==> config.mk <==
export PLATFORM = sky130hd
export DESIGN_NAME = shift_rows_stream
export DESIGN_NICKNAME = d
export VERILOG_FILES = /design/src/rtl/aes_pkg.sv /design/src/rtl/shift_rows_perm.sv /design/src/rtl/shift_rows_stream.sv
export SDC_FILE = /design/constraint.sdc
export NUM_CORES = 1
export LEC_CHECK = 0
export CELL_PAD_IN_SITES_DETAIL_PLACEMENT = 1
export CELL_PAD_IN_SITES_GLOBAL_PLACEMENT = 1
export CORE_MARGIN = 2
export CORE_UTILIZATION = 40
export CTS_CLUSTER_DIAMETER = 150
export DETAILED_ROUTE_END_ITERATION = 8
export GPL_TIMING_DRIVEN = 0
export PLACE_DENSITY_LB_ADDON = 0.1
export SLEW_MARGIN = 25
export SYNTH_ARGS = -nofsm -noshare
export SYNTH_HDL_FRONTEND = slang
export SYNTH_SLANG_ARGS = --single-unit
==> constraint.sdc <==
create_clock -name clk -period 18.37 [get_ports clk]
set_input_delay 1.837 -clock clk [delete_from_list [all_inputs] [get_ports clk]]
set_output_delay 1.837 -clock clk [all_outputs]
set_load 0.005 [all_outputs]
==> src/rtl/aes_pkg.sv <==
// Shared AES byte-permutation helpers used by the ShiftRows datapath.
package aes_pkg;

  typedef logic [7:0] byte_t;

  // Left-rotation amount of row r. Wide blocks (Nb = 8) skip offset 2.
  function automatic int shift_offset(input int nb, input int r);
    return (nb == 8 && r >= 2) ? r + 1 : r;
  endfunction

  // Source byte index feeding output byte k for the forward permutation.
  function automatic int fwd_src_idx(input int nb, input int k);
    int r, c;
    r = k % 4;
    c = k / 4;
    return 4 * ((c + shift_offset(nb, r)) % nb) + r;
  endfunction

  // Source byte index feeding output byte k for the inverse permutation.
  function automatic int inv_src_idx(input int nb, input int k);
    int r, c;
    r = k % 4;
    c = k / 4;
    return 4 * ((c - shift_offset(nb, r) + nb) % nb) + r;
  endfunction

endpackage

==> src/rtl/shift_rows_perm.sv <==
// Combinational ShiftRows / InvShiftRows byte router for an Nb-column state.
module shift_rows_perm
  import aes_pkg::*;
#(
  parameter int NB = 4
) (
  input  logic [0:32*NB-1] din,
  input  logic             inv,
  output logic [0:32*NB-1] dout
);

  // Each output byte is a fixed 2:1 choice between its forward and inverse source.
  for (genvar k = 0; k < 4 * NB; k++) begin : g_byte
    localparam int FS = fwd_src_idx(NB, k);
    localparam int IS = inv_src_idx(NB, k);
    byte_t fwd_b, inv_b;
    assign fwd_b = din[8*FS +: 8];
    assign inv_b = din[8*IS +: 8];
    assign dout[8*k +: 8] = inv ? inv_b : fwd_b;
  end

endmodule

==> src/rtl/shift_rows_stream.sv <==
// Streaming ShiftRows engine: permutes on the way in, buffers results in a
// small circular FIFO behind valid/ready handshakes.
module shift_rows_stream
  import aes_pkg::*;
#(
  parameter int NB    = 4,
  parameter int DEPTH = 2,
  parameter int TAG_W = 4
) (
  input  logic                     clk,
  input  logic                     rst_n,
  input  logic                     flush,
  input  logic                     in_valid,
  output logic                     in_ready,
  input  logic [0:32*NB-1]         in_data,
  input  logic                     in_inv,
  input  logic [TAG_W-1:0]         in_tag,
  output logic                     out_valid,
  input  logic                     out_ready,
  output logic [0:32*NB-1]         out_data,
  output logic [TAG_W-1:0]         out_tag,
  output logic [$clog2(DEPTH):0]   count
);

  localparam int W  = 32 * NB;
  localparam int AW = $clog2(DEPTH);
  localparam logic [AW:0] FULL_CNT = (AW+1)'(DEPTH);

  if (!(NB == 4 || NB == 6 || NB == 8)) begin : g_bad_nb
    $error("shift_rows_stream: NB must be 4, 6 or 8");
  end
  if (DEPTH < 2 || (DEPTH & (DEPTH - 1)) != 0) begin : g_bad_depth
    $error("shift_rows_stream: DEPTH must be a power of two >= 2");
  end

  logic [0:W-1]     perm_data;
  logic [0:W-1]     mem_data [DEPTH];
  logic [TAG_W-1:0] mem_tag  [DEPTH];
  logic [AW-1:0]    wr_ptr, rd_ptr;
  logic [AW:0]      cnt;
  logic             full, empty, push, pop;

  // Mode only steers the permutation; the FIFO stores finished blocks.
  shift_rows_perm #(.NB(NB)) u_perm (
    .din  (in_data),
    .inv  (in_inv),
    .dout (perm_data)
  );

  assign full  = (cnt == FULL_CNT);
  assign empty = (cnt == '0);
  // flush wins over both handshakes in the same cycle.
  assign push  = in_valid && !full && !flush;
  assign pop   = !empty && out_ready && !flush;

  // Pointer and occupancy state; pointers wrap naturally at DEPTH.
  always_ff @(posedge clk or negedge rst_n) begin
    if (!rst_n) begin
      wr_ptr <= '0;
      rd_ptr <= '0;
      cnt    <= '0;
    end else if (flush) begin
      wr_ptr <= '0;
      rd_ptr <= '0;
      cnt    <= '0;
    end else begin
      if (push) wr_ptr <= wr_ptr + 1'b1;
      if (pop)  rd_ptr <= rd_ptr + 1'b1;
      case ({push, pop})
        2'b10:   cnt <= cnt + 1'b1;
        2'b01:   cnt <= cnt - 1'b1;
        default: cnt <= cnt;
      endcase
    end
  end

  // Storage is left unreset; contents are only observed behind out_valid.
  always_ff @(posedge clk) begin
    if (push) begin
      mem_data[wr_ptr] <= perm_data;
      mem_tag[wr_ptr]  <= in_tag;
    end
  end

  // Handshake outputs come straight from registered state.
  assign in_ready  = !full;
  assign out_valid = !empty;
  assign out_data  = mem_data[rd_ptr];
  assign out_tag   = mem_tag[rd_ptr];
  assign count     = cnt;

endmodule

# == Word-level counts from Yosys, hierarchy flattened ==
# Memories as Yosys holds them, arrays and structs flattened.
# Index checks and enable logic that the tools add are counted.
# word_totals
ff_bits,4
mem_bits_rw,264
in_bits,138
word_cells,39
n_memories,2
# mem_list
name,words,word_bits,read_ports,rd_clocked_by_memory_dff,write_ports,line,text
mem_data,2,128,1,0,1,shift_rows_stream.sv:37,logic [0:W-1] mem_data [DEPTH];
mem_tag,2,4,1,0,1,shift_rows_stream.sv:38,logic [TAG_W-1:0] mem_tag [DEPTH];
# classes
n_addsub,4
eq_ne,3
mux,16
n_reduce_logical,11
# ops
op,count
$mux 8,8
$mux 1,6
$eq 2x2->1 const B,2
$logic_and 1x1->1,4
$pmux 2 s2,1
$reduce_bool 2->1,2
$logic_not 1->1,3
$reduce_bool 3->1,1
$add 1x1->1 const B,2
$add 2x1->2 const B,1
$eq 2x1->1 const B,1
$logic_not 2->1,1
$mux 2,1
$sub 2x1->2 const B,1

# == Logic depth before layout (Yosys ltp) ==
# Gate-level depths: netlist (run 1).
# depth
ltp_word,7
ltp_mapped,4
ltp_nobuf,4

# == By module ==
# Synthesis (run 1) repeated with hierarchy kept, for this count alone.
# hier_totals
cells_unflattened,572
hier_area_um2,11597.4
# by_module_without_submodules
mod,instances,cells_per_inst,area_per_inst_um2,seq_area_each_um2
shift_rows_stream,1,437,10039.6,8027.7
shift_rows_perm,1,135,1557.7,0.0

# == Worst setup path before layout (run 1) ==
# No wires, ideal clock.
# synth_path
path_type,input-to-reg
from,input port in_valid
to,memory mem_data[1][0] in the netlist's numbering (enable)
setup_time_ps,811
arrival_time_ps,11414
path_slack_ps,6145
stages,2
n_path_buf,0
path_cell_list,nand2_1 -> nor3b_1
# synth_via
elab_chain_len,4
# synth_rtl
item,line,text
"start, declared",shift_rows_stream.sv:13,"input logic in_valid,"
$logic_and 1x1->1 (2 in a row),shift_rows_stream.sv:53,assign push = in_valid && !full && !flush;
$mux 1,shift_rows_stream.sv:79,if (push) begin
$mux 1 (not written as such),shift_rows_stream.sv:80,mem_data[wr_ptr] <= perm_data;
"end, declared",shift_rows_stream.sv:37,
# No other way between the ends.

# == Worst setup path in the final report (run 1) ==
# layout_path
from,register rd_ptr
to,output port out_data[13] in the netlist's numbering
# layout_via
elab_chain_len,1
# layout_rtl
item,line,text
"start, declared",shift_rows_stream.sv:39,"logic [AW-1:0] wr_ptr, rd_ptr;"
"start signal, assigned",shift_rows_stream.sv:68,if (pop) rd_ptr <= rd_ptr + 1'b1;
$mem_v2 2x128,--,
"end, declared",shift_rows_stream.sv:20,"output logic [0:32*NB-1] out_data,"
# No other way between the ends.

==> impl_results.md, run 1 <==
* CP Class: flop to primary output
* Port bufs at 272
* Die W at 168.4 um
* Initial core utilization at 0.4045
* CTS buffer count at 28
* Post-layout min period at 4.104 ns
* Setup crit start kind: flop
* Pins Over Slew Limit at 0
* Dominant cell type by area after synthesis: edfxtp_1
* Iteration-0 DRC Markers at 301
* Most frequent CP cell: buf_6
* Synth top area cells: edfxtp_1 (73%), mux2_2 (13%), mux2_4 (9.7%)
* DP HPWL at 18770 um
* H-tree depth at 1
* Share of the synthesized area in the top cell type at 0.7333
* Core ar. at 26730 um2
* Post-DR wirelength/cell at 21.29 um
* Root Driver: clkbuf_16
* Hold-fix buffers, CTS at 0
* Nets at 981
* Yosys warns at 0
* Critical path cell sequence: buf_6 -> buf_6 -> buf_6 -> mux2_4 -> clkdlybuf4s50_1
* Syn_area_per_cell at 21.28 um2
* Reg clk slew, reported paths at 0.06 ns
* Clk_skew at 0.006733 ns
* Most frequent cell after synthesis: edfxtp_1
* Endpoints failing setup at 0
* Layout cells sized above 1 at 0.3430
* Clock sinks at 268
* Worst Tran Pin Value at 0.8292 ns
* Peak supply drop at 68.08 uV
* Total length of routed wires at 25650 um
* Post-CTS setup buffers at 0
* DR pass1 iterations at 4
* First-pass GRT wire length at 38610 um
* Area delta synth->final at 40.82%
* CTS tree: yes
* CP max stage cell: clkdlybuf4s50_1
* Routability cong. at 0.7520
* Critical path capture point type: primary output
* Largest net degree at the start of global routing at 15
* Initial antenna violation count at 2
* Main synth FF type: edfxtp_1
* Critical path data arrival time at 2.27 ns
* Vias in the first global route at 6609
* Clock latency on the worst-skew pair at 0.53 ns
* IO Count at 274
* CP Max Fanout at 10
* Unrepaired setup endpoints after global routing: no
* Kind of cell adding the most delay to the critical path: buffers and inverters
* PD cells at 98.27 nW/um2
* Die area at 28360 um2
* DR vias/cell at 4.879
* Overflow after GRT at 0
* Final ANT Viol Nets at 0
* Max Cap Viol at 0
* Final period utilization at 0.2234
* Slowest cell delay on critical path at 0.51 ns
* Total GRT Usage at 0.1783
* Fraction of the yosys area taken by sequential cells at 0.7426
* P_leak at 5.342 nW
* Hold Slack at 0.6244 ns
* Row cnt at 60
* Die Ht at 168.4 um
* Buffers & Inverters on Critical Path at 4
* Worst hold path type: flop to flop
* Total number of vias at 5879
* #FFs+latches synth at 268
* Fraction of registers with async set/reset at 0.01493
* Yosys cell types at 22
* Number of synthesized flops with an enable pin at 264
* # DRC at 0
* Final hold vios at 0
* Synthesized area at 10810 um2
* Syn Inst Count at 508
* Status: completed
* Critical path required time at 16.53 ns
* CTS resizes at 0
* CTS max path bufs at 3
* Total power draw at 1.496 mW
* Synthesized Nets at 646
* Fmax at 0.2437 GHz
* Max-slew headroom at 0.4448
* Most common library cells after synthesis: edfxtp_1 (264), mux2_2 (126), mux2_4 (70)
==> logic make-up (layout without fill, tap and decap cells) <==
family / Yosys count / in the layout / share of synthesized area
flops: 268 / 268 / 0.7426
mux: 197 / 197 / 0.2294
buf+inv: 24 / 379 / 0.01748
simple gates: 10 / 10 / 0.005555
compound gates: 8 / 8 / 0.004167
xor+xnor: 1 / 1 / 0.0008103
other cells: 0 / 1 / 0
==> report_power, final <==
group          switching (mW)  internal [mW]
combinational          0.0731          0.123
clock                   0.225          0.369
sequential            0.00581          0.700
total                   0.304           1.19
==> area by class of cell <==
type | count | area, um2
fillers | 2396 | 11500
flip-flops and latches | 268 | 8028
repair buffers | 305 | 3004
multi-input cells | 216 | 2604
clock buffers | 33 | 740.7
well taps | 341 | 426.7
clock inverters | 17 | 229.0
plain buffers | 22 | 181.4
inverters | 2 | 7.507
diodes | 1 | 2.502
==> stage by stage <==
step / instance area (um2) / std cells / worst slack [ns] / util / TNS (ns)
after global placement: 13960 / 1121 / -0.1770 / 0.5223 / -21.62
after detailed placement: 14250 / 1154 / 13.71 / 0.5332 / 0
after floorplan: 10810 / 508 / 6.145 / - / 0
final: 15220 / 1205 / 14.27 / 0.5696 / 0
after global routing: 15220 / 1205 / 14.13 / 0.5696 / 0
after CTS: 15220 / 1204 / 14.20 / 0.5695 / 0
==> final timing paths <==
check | slack (ns) | startpoint | cells past startpoint | endpoint
worst min register to register | 0.62 | wr_ptr | 2 | wr_ptr
worst max-delay path | 14.27 | rd_ptr | 5 | out_data[13]
worst min-delay path | 0.62 | wr_ptr | 2 | wr_ptr
min in group asynchronous | 1.52 | rst_n | 1 | rd_ptr
worst max register to register | 15.47 | count[1] | 9 | mem_tag[1][3]
max in group asynchronous | 16.68 | rst_n | 1 | wr_ptr
==> layer usage <==
metal / GRT usage / share of wire
met1: 0.2107 / 0.39
met2: 0.3097 / 0.51
met3: 0.06135 / 0.079
met5: 0 / 0.00051
met4: 0.05060 / 0.022
==> placed cells by master (no fill, tap or decap), drive strengths merged, types with 2 or more instances in the layout <==
master         count
a21oi              4
mux2             196
clkinv            11
edfxtp           264
dfrtp              4
o21ai              2
clkbuf            33
clkdlybuf4s50    272
nor3b              2
inv                2
or2                2
bufinv             6
buf               55
==> sequential cells by signal, summed over array words and instances, names as in the netlist <==
signal and flops:
count 2, mem_data 256, mem_tag 8, rd_ptr 1, wr_ptr 1
==> worst register-to-register path, stage by stage (launching register included) <==
cell	delay (ns)
dfrtp_1	0.46
nor2b_1	0.19
inv_1	0.13
nand2_1	0.12
nor3b_2	0.72
buf_6	0.25
buf_6	0.17
buf_6	0.16
buf_4	0.20
buf_4	0.21
Power figures use the tool's default switching activity.
==> inputs of run 2 (changes only) <==
- clock period: 18.37 -> 3.8 ns (I/O delays scaled with it)
==> run 2 against run 1 <==
Register-to-register slack got worse by 14 ns. Global-route usage grew 0.15 points. Sequential power increased to 4.8 times the previous value. Critical path type unchanged. Largest cell class unchanged.
==> impl_results.md, run 2 (synthesized netlist as in run 1, its figures left out) <==
* Status: completed
* Biggest register: mem_data
* H-tree depth at 1
* Routability cong. at 0.7712
* CTS resizes at 0
* Most frequent CP cell: buf_6
* Hold Slack at 0.04151 ns
* Kind of cell adding the most delay to the critical path: buffers and inverters
* Core ar. at 26730 um2
* Die area at 28360 um2
* Final hold vios at 0
* Seq pwr share at 0.468
* Initial core utilization at 0.4045
* Critical path required time at 3.42 ns
* Total length of routed wires at 25490 um
* Critical R2R Capture: mem_data[1][40]
* Largest net degree at the start of global routing at 15
* Nets at 971
* DP HPWL at 18260 um
* Clock latency on the worst-skew pair at 0.55 ns
* P_sw at 1.499 mW
* Setup crit start kind: flop
* Root Driver: clkbuf_16
* Final Instance Count excl. Fillers at 1197
* Worst Reg2Reg Path Length in Cells at 9
* Pins Over Slew Limit at 0
* CTS tree: yes
* Dpl ws at 1.166 ns
* CP Max Fanout at 10
* Max reg flops at 256
* Total number of vias at 5816
* Critical R2R Launch: count[1]
* Overflow after GRT at 0
* Final worst slack at 1.155 ns
* Critical path capture point type: primary output
* Clock sinks at 268
* Internal at 5.797 mW
* Hold-fix buffers, CTS at 0
* Critical path data arrival time at 2.27 ns
* Post-Place Cell Area at 14270 um2
* Commonest non-fill, non-tap cells in the layout: clkdlybuf4s50_1 (272), edfxtp_1 (264), mux2_2 (126)
* Logic pwr share at 0.130
* # DRC at 0
* Row cnt at 60
* Post-DR wirelength/cell at 21.29 um
* DR pass1 iterations at 4
* Most common cell after layout, fill and taps aside: clkdlybuf4s50_1
* Setup tns final at 0 ns
* Worst Tran Pin Value at 0.7114 ns
* P_leak at 5.315 nW
* CTS max path bufs at 3
* Clock power frac at 0.402
* Endpoints failing setup at 0
* DP Cell Count at 1142
* CP max stage cell: clkdlybuf4s50_1
* Net Sw Frac at 0.2055
* M1 GR Usage at 0.2126
* Worst hold path type: primary input to asynchronous set/reset pin
* Critical path cell sequence: buf_6 -> buf_6 -> buf_6 -> mux2_4 -> clkdlybuf4s50_1
* IO Count at 274
* DR vias/cell at 4.859
* First-pass GRT wire length at 38830 um
* Total GRT Usage at 0.1798
* Final period utilization at 0.6961
* Final ANT Viol Nets at 0
* Clk_skew at 0.01218 ns
* Vias in the first global route at 6544
* Fin area at 15280 um2
* Fmax at 0.3781 GHz
* Reg clk slew, reported paths at 0.06 ns
* R2R Setup Slk at 1.52 ns
* Layout cells sized above 1 at 0.3357
* Peak supply drop at 356.7 uV
* CTS buffer count at 30
* Port bufs at 272
* Max Cap Viol at 0
* Gr busiest metal: met2
* Die Ht at 168.4 um
* Post-CTS setup buffers at 0
* Initial antenna violation count at 2
* GRT met2 Usage at 0.3144
* PD cells at 477.5 nW/um2
* CP Class: flop to primary output
* Met3 Use GR at 0.05595
* Slowest cell delay on critical path at 0.51 ns
* Die W at 168.4 um
* Max-slew headroom at 0.5242
* Buffers & Inverters on Critical Path at 4
* Post-layout min period at 2.645 ns
* Iteration-0 DRC Markers at 312
* Area delta synth->final at 41.34%
* Unrepaired setup endpoints after global routing: no
## run 2: cell count changes in the layout (fill, tap and decap cells not counted), sizes merged
| cell | before | now |
|---|---|---|
| bufinv | 6 | 5 |
| clkinv | 11 | 10 |
| clkinvlp | 0 | 1 |
| clkbuf | 33 | 38 |
| buf | 55 | 43 |
## run 2: power by group through the flow
stage          registers, mW  clock network (mW)  logic, mW
2_1_floorplan           3.48                   0      0.409
3_3_place_gp            3.49                   0      0.905
3_5_place_dp            3.48                   0      0.959
4_1_cts                 3.42                3.02      0.967
5_1_grt                 3.42                3.12       1.01
6_report                3.41                2.94      0.947
## run 2: how the worst max path moves through the flow
stage | start | to | slack [ns] | cells after the start
2_1_floorplan | count[1] | mem_data[1][0] | -0.71 | 4
3_3_place_gp | in_valid | mem_data[1][92] | -3.03 | 3
3_5_place_dp | in_valid | mem_data[1][31] | 1.17 | 8
4_1_cts | rd_ptr | out_data[13] | 1.09 | 5
5_1_grt | rd_ptr | out_data[13] | 1.00 | 5
6_report | rd_ptr | out_data[13] | 1.15 | 5
## run 2: layout make-up
cell class	count	area, um2
Fill cell	2398	11450
Antenna cell	1	2.502
Multi-Input combinational cell	216	2631
Clock buffer	38	802.0
Timing Repair Buffer	293	3000
Sequential cell	268	8028
Clock inverter	16	200.2
Inverter	2	7.507
Buffer	22	181.4
Tap cell	341	426.7
## run 2: metal layers
layer | vias up | part of all wire
met5 | - | 0.00051
met4 | 2 | 0.026
met3 | 40 | 0.073
met2 | 193 | 0.50
met1 | 2915 | 0.39
li1 | 2666 | -
## run 2: through the flow
step,total power [mW],util
2_1_floorplan,3.886,-
6_report,7.296,0.5717
3_5_place_dp,4.435,0.5341
3_3_place_gp,4.392,0.5237
4_1_cts,7.398,0.5716
5_1_grt,7.554,0.5717
